<file path="config.mk">
export PLATFORM = sky130hd
export DESIGN_NAME = ram_cycle_ctrl_flat
export DESIGN_NICKNAME = d
export VERILOG_FILES = /design/src/rtl/ram_cycle_ctrl_if.sv /design/src/rtl/ram_cycle_ctrl.sv /design/src/flat_wrapper.sv
export SDC_FILE = /design/constraint.sdc
export NUM_CORES = 1
export LEC_CHECK = 0
export BUFFER_PORTS_ARGS = -buffer_cell sky130_fd_sc_hd__buf_2
export CAP_MARGIN = 20
export CORE_AREA = 8 8 45 47
export DETAILED_ROUTE_END_ITERATION = 8
export DIE_AREA = 0 0 53 55
export HOLD_SLACK_MARGIN = 0.05
export MAX_ROUTING_LAYER = met4
export PLACE_DENSITY_LB_ADDON = 0.05
export SETUP_SLACK_MARGIN = 0.5
export SLEW_MARGIN = 40
export SYNTH_ARGS = -nofsm -noshare
export SYNTH_HDL_FRONTEND = slang
export SYNTH_SLANG_ARGS = --single-unit
export TNS_END_PERCENT = 10
</file>
<file path="constraint.sdc">
create_clock -name CLK -period 1.5 [get_ports CLK]
set_input_delay 0.3 -clock CLK [delete_from_list [all_inputs] [get_ports CLK]]
set_output_delay 0.3 -clock CLK [all_outputs]
set_load 0.01 [all_outputs]
</file>
<file path="src/rtl/ram_cycle_ctrl_if.sv">
// CPU-side bus between the 68000 strobes/address decode and the SRAM cycle controller.
// The master is the CPU/decoder side, the slave is ram_cycle_ctrl.
interface ram_cycle_ctrl_if;
    logic _AS;
    logic _UDS;
    logic _LDS;
    logic RW;
    logic ramce;
    logic rom_sel;
    logic maprom_on;
    logic _RAMCE;
    logic _RAMOE;
    logic _WEU;
    logic _WEL;
    logic DTACK;

    modport master (
        output _AS, _UDS, _LDS, RW, ramce, rom_sel, maprom_on,
        input  _RAMCE, _RAMOE, _WEU, _WEL, DTACK
    );

    modport slave (
        input  _AS, _UDS, _LDS, RW, ramce, rom_sel, maprom_on,
        output _RAMCE, _RAMOE, _WEU, _WEL, DTACK
    );
endinterface

</file>
<file path="src/rtl/ram_cycle_ctrl.sv">
// 68000 SRAM cycle controller: chip/output/write enables plus DTACK after WAIT_STATES extra clocks.
// Define MAPROM_WP_EN to write-protect the F80000-FFFFFF range while maprom is active.
module ram_cycle_ctrl #(
    parameter int WAIT_STATES = 0
) (
    input  logic            CLK,
    input  logic            _RST,
    ram_cycle_ctrl_if.slave bus
);

    typedef enum logic [1:0] {
        IDLE,
        ACCESS,
        WAIT,
        ACK
    } state_t;

    localparam logic [1:0] WAIT_INIT = WAIT_STATES[1:0];

    state_t     state, state_nxt;
    logic [1:0] wait_cnt, wait_cnt_nxt;
    logic       rw_q, rw_nxt;
    logic       accept;
    logic       cycle_active;
    logic       blocked;

    assign accept = (state == IDLE) && !bus._AS && bus.ramce;

    always_ff @(posedge CLK or negedge _RST) begin
        if (!_RST) begin
            state    <= IDLE;
            wait_cnt <= 2'd0;
            rw_q     <= 1'b1;
        end else begin
            state    <= state_nxt;
            wait_cnt <= wait_cnt_nxt;
            rw_q     <= rw_nxt;
        end
    end

    // Once a cycle has started only _AS can end it; ramce is looked at in IDLE alone.
    always_comb begin
        state_nxt    = state;
        wait_cnt_nxt = wait_cnt;
        rw_nxt       = rw_q;
        case (state)
            IDLE: begin
                if (accept) begin
                    state_nxt    = ACCESS;
                    wait_cnt_nxt = WAIT_INIT;
                    rw_nxt       = bus.RW;
                end
            end
            ACCESS: begin
                if (bus._AS)
                    state_nxt = IDLE;
                else if (wait_cnt == 2'd0)
                    state_nxt = ACK;
                else
                    state_nxt = WAIT;
            end
            WAIT: begin
                if (bus._AS) begin
                    state_nxt = IDLE;
                end else begin
                    wait_cnt_nxt = wait_cnt - 2'd1;
                    if (wait_cnt == 2'd1)
                        state_nxt = ACK;
                end
            end
            ACK: begin
                if (bus._AS)
                    state_nxt = IDLE;
            end
            default: state_nxt = IDLE;
        endcase
    end

`ifdef MAPROM_WP_EN
    logic wp_q;

    always_ff @(posedge CLK or negedge _RST) begin
        if (!_RST)
            wp_q <= 1'b0;
        else if (accept)
            wp_q <= bus.rom_sel & bus.maprom_on & ~bus.RW;
    end

    assign blocked = wp_q;
`else
    wire unused_rom_flags = &{1'b0, bus.rom_sel, bus.maprom_on};

    assign blocked = 1'b0;
`endif

    // Write enables gate the live data strobes so they track the late 68000 write timing.
    assign cycle_active = (state != IDLE);
    assign bus._RAMCE   = ~cycle_active;
    assign bus._RAMOE   = ~(cycle_active & rw_q);
    assign bus._WEU     = ~(cycle_active & ~rw_q & ~bus._UDS & ~blocked);
    assign bus._WEL     = ~(cycle_active & ~rw_q & ~bus._LDS & ~blocked);
    assign bus.DTACK    = (state == ACK);

endmodule

</file>
<file path="src/flat_wrapper.sv">
// flat-port wrapper written by rule: the top's interface ports become plain ports
module ram_cycle_ctrl_flat 
#(
    parameter int WAIT_STATES = 0
)
  (CLK, _RST, bus__AS, bus__UDS, bus__LDS, bus_RW, bus_ramce, bus_rom_sel, bus_maprom_on, bus__RAMCE, bus__RAMOE, bus__WEU, bus__WEL, bus_DTACK);
  ram_cycle_ctrl_if bus_i ();
  input  logic CLK;
  input  logic _RST;
  input wire logic [$bits(bus_i._AS)-1:0] bus__AS;
  input wire logic [$bits(bus_i._UDS)-1:0] bus__UDS;
  input wire logic [$bits(bus_i._LDS)-1:0] bus__LDS;
  input wire logic [$bits(bus_i.RW)-1:0] bus_RW;
  input wire logic [$bits(bus_i.ramce)-1:0] bus_ramce;
  input wire logic [$bits(bus_i.rom_sel)-1:0] bus_rom_sel;
  input wire logic [$bits(bus_i.maprom_on)-1:0] bus_maprom_on;
  output wire logic [$bits(bus_i._RAMCE)-1:0] bus__RAMCE;
  output wire logic [$bits(bus_i._RAMOE)-1:0] bus__RAMOE;
  output wire logic [$bits(bus_i._WEU)-1:0] bus__WEU;
  output wire logic [$bits(bus_i._WEL)-1:0] bus__WEL;
  output wire logic [$bits(bus_i.DTACK)-1:0] bus_DTACK;
  assign bus_i._AS = bus__AS;
  assign bus_i._UDS = bus__UDS;
  assign bus_i._LDS = bus__LDS;
  assign bus_i.RW = bus_RW;
  assign bus_i.ramce = bus_ramce;
  assign bus_i.rom_sel = bus_rom_sel;
  assign bus_i.maprom_on = bus_maprom_on;
  assign bus__RAMCE = bus_i._RAMCE;
  assign bus__RAMOE = bus_i._RAMOE;
  assign bus__WEU = bus_i._WEU;
  assign bus__WEL = bus_i._WEL;
  assign bus_DTACK = bus_i.DTACK;
  ram_cycle_ctrl #(.WAIT_STATES(WAIT_STATES)) u_core (.CLK(CLK), ._RST(_RST), .bus(bus_i));
endmodule
</file>
* Yosys cells after proc, flatten, opt, wreduce, memory -nomap -nowiden
Cells that the tools add are included.
** Word-level totals
- Output and inout port bits :: 5
- Input port bits :: 9
- Flip-flop bits (word level) :: 5
** Cells by class
- Bitwise gates (word level) :: 11
- Add/subtract/negate cells :: 1
- Muxes and demuxes :: 10
- Reduce and logical (&&, ||, !) cells :: 10
- Eq/ne operators :: 8
** Operators with widths (count)
- 2-bit two-way mux :: 7
- 2-bit case mux with 4 select lines :: 1
- 1-bit NOT :: 7
- 3-bit AND reduction :: 2
- 1-bit bitwise AND :: 4
- 2-bit by 1-bit == test with 1-bit output (second input constant) :: 2
- 2-bit == test (second input constant) :: 2
- 2-bit logical NOT :: 2
- 2-bit != test (second input constant) :: 2
- 2-bit case mux with 2 select lines :: 1
- 2-bit nonzero test :: 2
- 3-bit by 2-bit != test with 1-bit output (second input constant) :: 1
- 1-bit logical AND :: 2
- 2-bit by 1-bit != test with 1-bit output (second input constant) :: 1
- 2-bit AND reduction :: 1
- 2-bit by 1-bit subtractor with 2-bit output (second input constant) :: 1
- 1-bit logical NOT :: 1
- 1-bit two-way mux :: 1

* Longest topological paths before layout
Gate-level depths: netlist of the first run.
- Depth after elaboration :: 5
- Gate-level depth with buffers :: 5
- Mapped depth without buffers :: 5

* Worst setup path after synthesis of the first run
Ideal clock, no wire load.
- Kind :: reg-to-output
- Start :: register u_core.state[1]
- End :: output port bus__WEL
- Arrival :: 0.906 ns
- Required time :: 1.200 ns
- Buffers on the path :: 1
- Cell stages (with the launch flop) :: 4
- Path slack :: 0.294 ns
- Cells stage by stage :: dfrtp_1 > buf_6 > nor2_1 > or3_1
** Between the ends
- Longest elaborated chain between the ends :: 4
** RTL lines
- from (decl) :: line ram_cycle_ctrl.sv:20 : state_t state, state_nxt;
- from (signal assigned) :: line ram_cycle_ctrl.sv:35 : state <= state_nxt;
- 2-bit nonzero test :: line ram_cycle_ctrl.sv:97 : assign cycle_active = (state != IDLE);
- 1-bit bitwise AND (2 in series) :: line ram_cycle_ctrl.sv:101 : assign bus._WEL = ~(cycle_active & ~rw_q & ~bus._LDS & ~blocked);
- 1-bit NOT :: line ram_cycle_ctrl.sv:101
- to (decl) :: line flat_wrapper.sv:20 : output wire logic [$bits(bus_i._WEL)-1:0] bus__WEL;
No other way between the ends.

* Worst setup path in the final report of the first run
- Start :: register u_core.state[1]
- End :: output port bus__WEU
** Between the ends
- Longest elaborated chain between the ends :: 4
** RTL lines
- 2-bit nonzero test :: line ram_cycle_ctrl.sv:97
- 1-bit bitwise AND (2 in series) :: line ram_cycle_ctrl.sv:100 : assign bus._WEU = ~(cycle_active & ~rw_q & ~bus._UDS & ~blocked);
- 1-bit NOT :: line ram_cycle_ctrl.sv:100
- to (decl) :: line flat_wrapper.sv:19 : output wire logic [$bits(bus_i._WEU)-1:0] bus__WEU;
No other way between the ends.

==> results_dict.tcl, run 1 <==
set metrics [dict create \
    max_freq_mhz 707 \
    drc_errors 0 \
    r2r_end "u_core.rw_q" \
    nets 56 \
    yosysUniqueCellTypes 16 \
    gr-total-overflow 0 \
    layout_min_cycle_time_ns 1.42 \
    htree_levels 1 \
    pwr_density_cell_nw_per_um2 1400 \
    fin_util 0.318 \
    cts_tree "yes" \
    end_kind "primary output" \
    grt_pass1_wl_um 1100 \
    place.gp.congestion 0.616 \
    p_leak_nw 0.209 \
    hp-start "bus_RW" \
    io_pins 14 \
    netlist.area_leader.share 0.351 \
    min_path_type "in2reg" \
    start_util 0.206 \
    clock_skew_ns 0.00228 \
    vias_per_cell 4.12 \
    p_total_mw 0.619 \
    synthCells 27 \
    path_clk_slew_ns 0.04 \
    arrival_ns 1.12 \
    globalRouteMet1Util 0.0506 \
    die_x_um 53 \
    yosysWarningCount 0 \
    cts_root_buf "clkbuf_4" \
    peakVddDrop_v 0.000531 \
    die_area_um2 2920 \
    die_y_um 55 \
    drtIter0Drc 4 \
    grt_max_degree 8 \
    antenna_found_initial 0 \
    cp_max_fo 4 \
    grt.busiest_layer "met2" \
    area_delta_synth_final_pct 54.4 \
    cts_max_path_buffers 2 \
    worst_slew_pin_slew_ns 0.211 \
    drt-pass1-iter-count 2 \
    hold_viol 0 \
    use_met2 0.0840 \
    ant_nets 0 \
    outcome "complete, no violations" \
    finalCritPeriodShare 0.944 \
    wirelength_um 639 \
    rows 14 \
    n_fill_cell 157 \
    core_area_um2 1380 \
    layout-drive-gt1-share 0.500 \
    cap_violations 0 \
    cp-start-kind "register" \
    final-setup-viol-count 0 \
    syn_nets 38 \
    synth_seq_area_share 0.443 \
    min_path_cells 2 \
    timing.rr.start "u_core.state[0]" \
    min_to "u_core.rw_q" \
    synth_area_per_cell_um2 10.6 \
    maxSlewHeadroom 0.858 \
    slew_viol_final 0 \
    cts_sinks 5 \
    required_ns 1.20 \
    ys_ff_latch 5 \
    crit_type "reg2out" \
    synth.area.top_cells "dfrtp_1 (35%), dfstp_2 (9.2%), ha_1 (8.8%)" \
    cts-buffers-inserted 3 \
    grtUsageMet3 0.0267 \
    rsz0062_at_grt "yes" \
    diodes 0 \
    setup-tns-final_ns 0 \
    track_usage 0.0554 \
    portBuffers 11 \
    grt_pass1_vias 251 \
    netlist_area_um2 285 \
    insertion_delay_ns 0.23 \
    wl_per_cell_um 10.7 \
    r2r_setup_slack_ns 0.23 \
    reg2regPathDepth 3 \
    yosysTopAreaCell "dfrtp_1" \
    vias 247 \
]
## power by group
group,switching [mW],total (mW),internal (mW)
clock,0.0473,0.147,0.100
sequential,0.0295,0.218,0.188
combinational,0.124,0.254,0.130
total,0.201,0.619,0.418
## cells in the final DEF (no fill, tap or decap)
cell type,n
buf_2,9
nor2_1,4
clkbuf_4,3
dfrtp_1,3
inv_1,2
or3_4,2
mux2_1,2
ha_1,2
buf_6,2
buf_4,2
and2_1,1
nor2_4,1
o21ai_1,1
o21a_1,1
nand2_1,1
mux2i_1,1
nor4b_4,1
o22ai_1,1
a211oi_1,1
clkbuf_1,1
dlygate4sd3_1,1
dfstp_2,1
dfrtp_2,1
## kinds of logic after synthesis
kind of cell,after synthesis,share of synthesized area
AOI/OAI and AO/OA,4,0.0921
adders and majority gates,2,0.0877
buffers and inverters,3,0.0658
DFF,5,0.443
muxes,3,0.114
and+or+nand+nor,10,0.197
## routing by layer
layer  part of all wire  vias to the layer above  wire length, um
met4                  0                        0                0
li1                   -                      127                -
met1               0.43                      114              276
met5                  0                        -                0
met3              0.075                        0               48
met2               0.49                        6              313
## what timing repair did
| item | CTS | global route |
|---|---|---|
| hold buffers | 1 | 0 |
| pin swaps | 0 | 1 |
| resized for setup | 3 | 0 |
| setup endpoints to repair | 7 | 9 |
| buffers inserted | 1 | 0 |
| hold endpoints to repair | 4 | 0 |
## sequential cells by signal, indices dropped and copies added (netlist names)
| register | count |
|---|---|
| u_core.state | 2 |
| u_core.rw_q | 1 |
| u_core.wait_cnt | 2 |
## cells in the mapped netlist, drive strengths merged
library cell / instances
nor2: 5
o22ai: 1
mux2: 2
and2: 1
dfstp: 1
dfrtp: 4
a211oi: 1
o21a: 1
buf: 1
o21ai: 1
inv: 2
nand2: 1
or3: 2
ha: 2
nor4b: 1
mux2i: 1
## critical path: stages (launching register included)
cell and delay [ns]:
dfrtp_1 0.38, nor2_4 0.05, or3_4 0.32, buf_6 0.13
## stage by stage
step | instances | area, um^2 | worst slack, ns | hold slack [ns]
after floorplan | 27 | 313 | 0.368 | 0.00441
after global placement | 54 | 384 | 0.237 | 0.116
after detailed placement | 54 | 384 | 0.228 | 0.118
after CTS | 60 | 440 | 0.0702 | 0.287
after global routing | 60 | 440 | 0.0460 | 0.300
final | 60 | 440 | 0.0847 | 0.289
## cell type report
cell class,count,area [um^2],area share
Timing Repair Buffer,14,92.6,0.210
Tap cell,16,20.0,0.0455
Sequential cell,5,128,0.290
Clock buffer,4,26.3,0.0597
Multi-Input combinational cell,19,166,0.378
Inverter,2,7.51,0.0170
## how the worst max path moves through the flow
stage / from / end / slack (ns) / cells past startpoint
final: u_core.state[1] / bus__WEU / 0.08 / 3
after floorplan: u_core.state[1] / bus__WEL / 0.37 / 3
after detailed placement: u_core.state[0] / bus__WEU / 0.23 / 3
after global placement: u_core.state[0] / bus__WEL / 0.24 / 3
after CTS: u_core.state[1] / bus__WEU / 0.07 / 3
after global routing: u_core.state[0] / bus__WEU / 0.05 / 3
(Power assumes the default switching activity.)
==> run 2, diff against run 1 <==
- CORE_AREA: 8 8 45 47 -> 10 10 47 49
- DIE_AREA: 0 0 53 55 -> 0 0 57 59
==> run 2 against run 1 <==
Compared with the run above: hold slack got worse by 0.0019 ns; critical path depth is the same; sequential share of layout area stayed put; largest cell class unchanged.
==> results_dict.tcl, run 2 (synthesized netlist as in run 1, its figures left out) <==
set metrics [dict create \
    vias_per_cell 4.10 \
    critical_path.max_stage_delay_ns 0.38 \
    die_x_um 57 \
    arrival_ns 1.12 \
    htree_levels 1 \
    place_hpwl_um 572 \
    ant_nets 0 \
    max_freq_mhz 705 \
    end_kind "primary output" \
    min_path_type "in2reg" \
    clock_skew_ns 0.00242 \
    antenna_found_initial 0 \
    maxSlewHeadroom 0.836 \
    io_pins 14 \
    die_y_um 59 \
    wirelength_um 653 \
    min_path_cells 2 \
    placed_cell_area_um2 384 \
    cts-buffers-inserted 3 \
    setup-tns-final_ns 0 \
    insertion_delay_ns 0.24 \
    layout_min_cycle_time_ns 1.42 \
    cts_tree "yes" \
    portBuffers 11 \
    p_leak_nw 0.209 \
    cts_max_path_buffers 2 \
    final_common_cell "buf_2" \
    slowest_stage "dfrtp_1" \
    wl_per_cell_um 10.9 \
    drtIter0Drc 7 \
    core_area_um2 1400 \
    r2r_setup_slack_ns 0.23 \
    drc_errors 0 \
    place.gp.congestion 0.597 \
    cp_max_fo 4 \
    timing.rr.start "u_core.state[0]" \
    start_util 0.204 \
    mostFrequentLayoutCells "buf_2 (9), nor2_1 (4), clkbuf_4 (3), dfrtp_1 (3)" \
    grt_pass1_vias 251 \
    worst_slew_pin_slew_ns 0.244 \
    crit_chain "nor2_4 > or3_4 > buf_6" \
    reg2regPathDepth 3 \
    hp-start "bus_RW" \
    rsz0062_at_grt "yes" \
    path_clk_slew_ns 0.04 \
    drt-pass1-iter-count 2 \
    area_delta_synth_final_pct 54.4 \
    peakVddDrop_v 0.000435 \
    cts_root_buf "clkbuf_4" \
    required_ns 1.20 \
    grt_pass1_wl_um 1100 \
    hold_viol 0 \
    r2r_end "u_core.rw_q" \
    gr-total-overflow 0 \
    outcome "complete, no violations" \
    reg_top3 "u_core.state: 2 flops, u_core.wait_cnt: 2 flops, u_core.rw_q: 1 flops" \
    die_area_um2 3360 \
    cap_violations 0 \
    final_area_um2 440 \
    slew_viol_final 0 \
    final-setup-viol-count 0 \
    layout-drive-gt1-share 0.500 \
    min_to "u_core.rw_q" \
    p_total_mw 0.621 \
    cts_sinks 5 \
    crit_type "reg2out" \
    cp-start-kind "register" \
    rows 14 \
    track_usage 0.0464 \
    n_fill_cell 164 \
    hold-worst-slack_ns 0.287 \
    grt_max_degree 8 \
    vias 246 \
    diodes 0 \
    finalCritPeriodShare 0.946 \
    pwr_density_cell_nw_per_um2 1410 \
    nets 56 \
]
[run 2: critical path: cells and delay by family (launching register included)]
family                 cells  cell delay (ns)
buffers and inverters      1             0.13
flip-flops                 1             0.38
AND/OR/NAND/NOR            2             0.37
[run 2: layout make-up]
cell class | count | area, um^2 | area share
flip-flops and latches | 5 | 128 | 0.290
well taps | 16 | 20.0 | 0.0455
clock buffers | 4 | 26.3 | 0.0597
repair buffers | 14 | 92.6 | 0.210
multi-input cells | 19 | 166 | 0.378
inverters | 2 | 7.51 | 0.0170
[run 2: worst max-delay path by stage]
| stage | start | end | slack [ns] | depth (start not counted) |
|---|---|---|---|---|
| after floorplan | u_core.state[1] | bus__WEL | 0.37 | 3 |
| after global placement | u_core.state[0] | bus__WEL | 0.24 | 3 |
| after detailed placement | u_core.state[0] | bus__WEU | 0.23 | 3 |
| after CTS | u_core.state[0] | bus__WEU | 0.07 | 3 |
| after global routing | u_core.state[1] | bus__WEL | 0.02 | 3 |
| final | u_core.state[1] | bus__WEU | 0.08 | 3 |
[run 2: layer usage]
metal  GRT usage  part of all wire
met2      0.0527              0.44
met5           -                 0
met1      0.0493              0.44
met4      0.0503            0.0061
met3      0.0300              0.12
[run 2: power breakdown]
group | switching [mW] | leakage (nW) | internal (mW)
logic | 0.124 | 0.133 | 0.129
clock network | 0.0494 | 0.0150 | 0.100
registers | 0.0301 | 0.0611 | 0.188
[run 2: timing repair]
action / in CTS / in global routing
endpoints found under the hold margin: 4 / 0
setup buffers: 1 / 0
pin swaps: 0 / 0
setup endpoints to repair: 8 / 9
resized for setup: 3 / 0
hold buffers: 1 / 0
[run 2: per-stage QoR]
| stage | cells | setup slack [ns] | utilization |
|---|---|---|---|
| global placement | 54 | 0.237 | 0.274 |
| detailed placement | 54 | 0.233 | 0.274 |
| floorplan | 27 | 0.368 | - |
| global route | 60 | 0.0231 | 0.314 |
| finish | 60 | 0.0817 | 0.314 |
| CTS | 60 | 0.0664 | 0.314 |
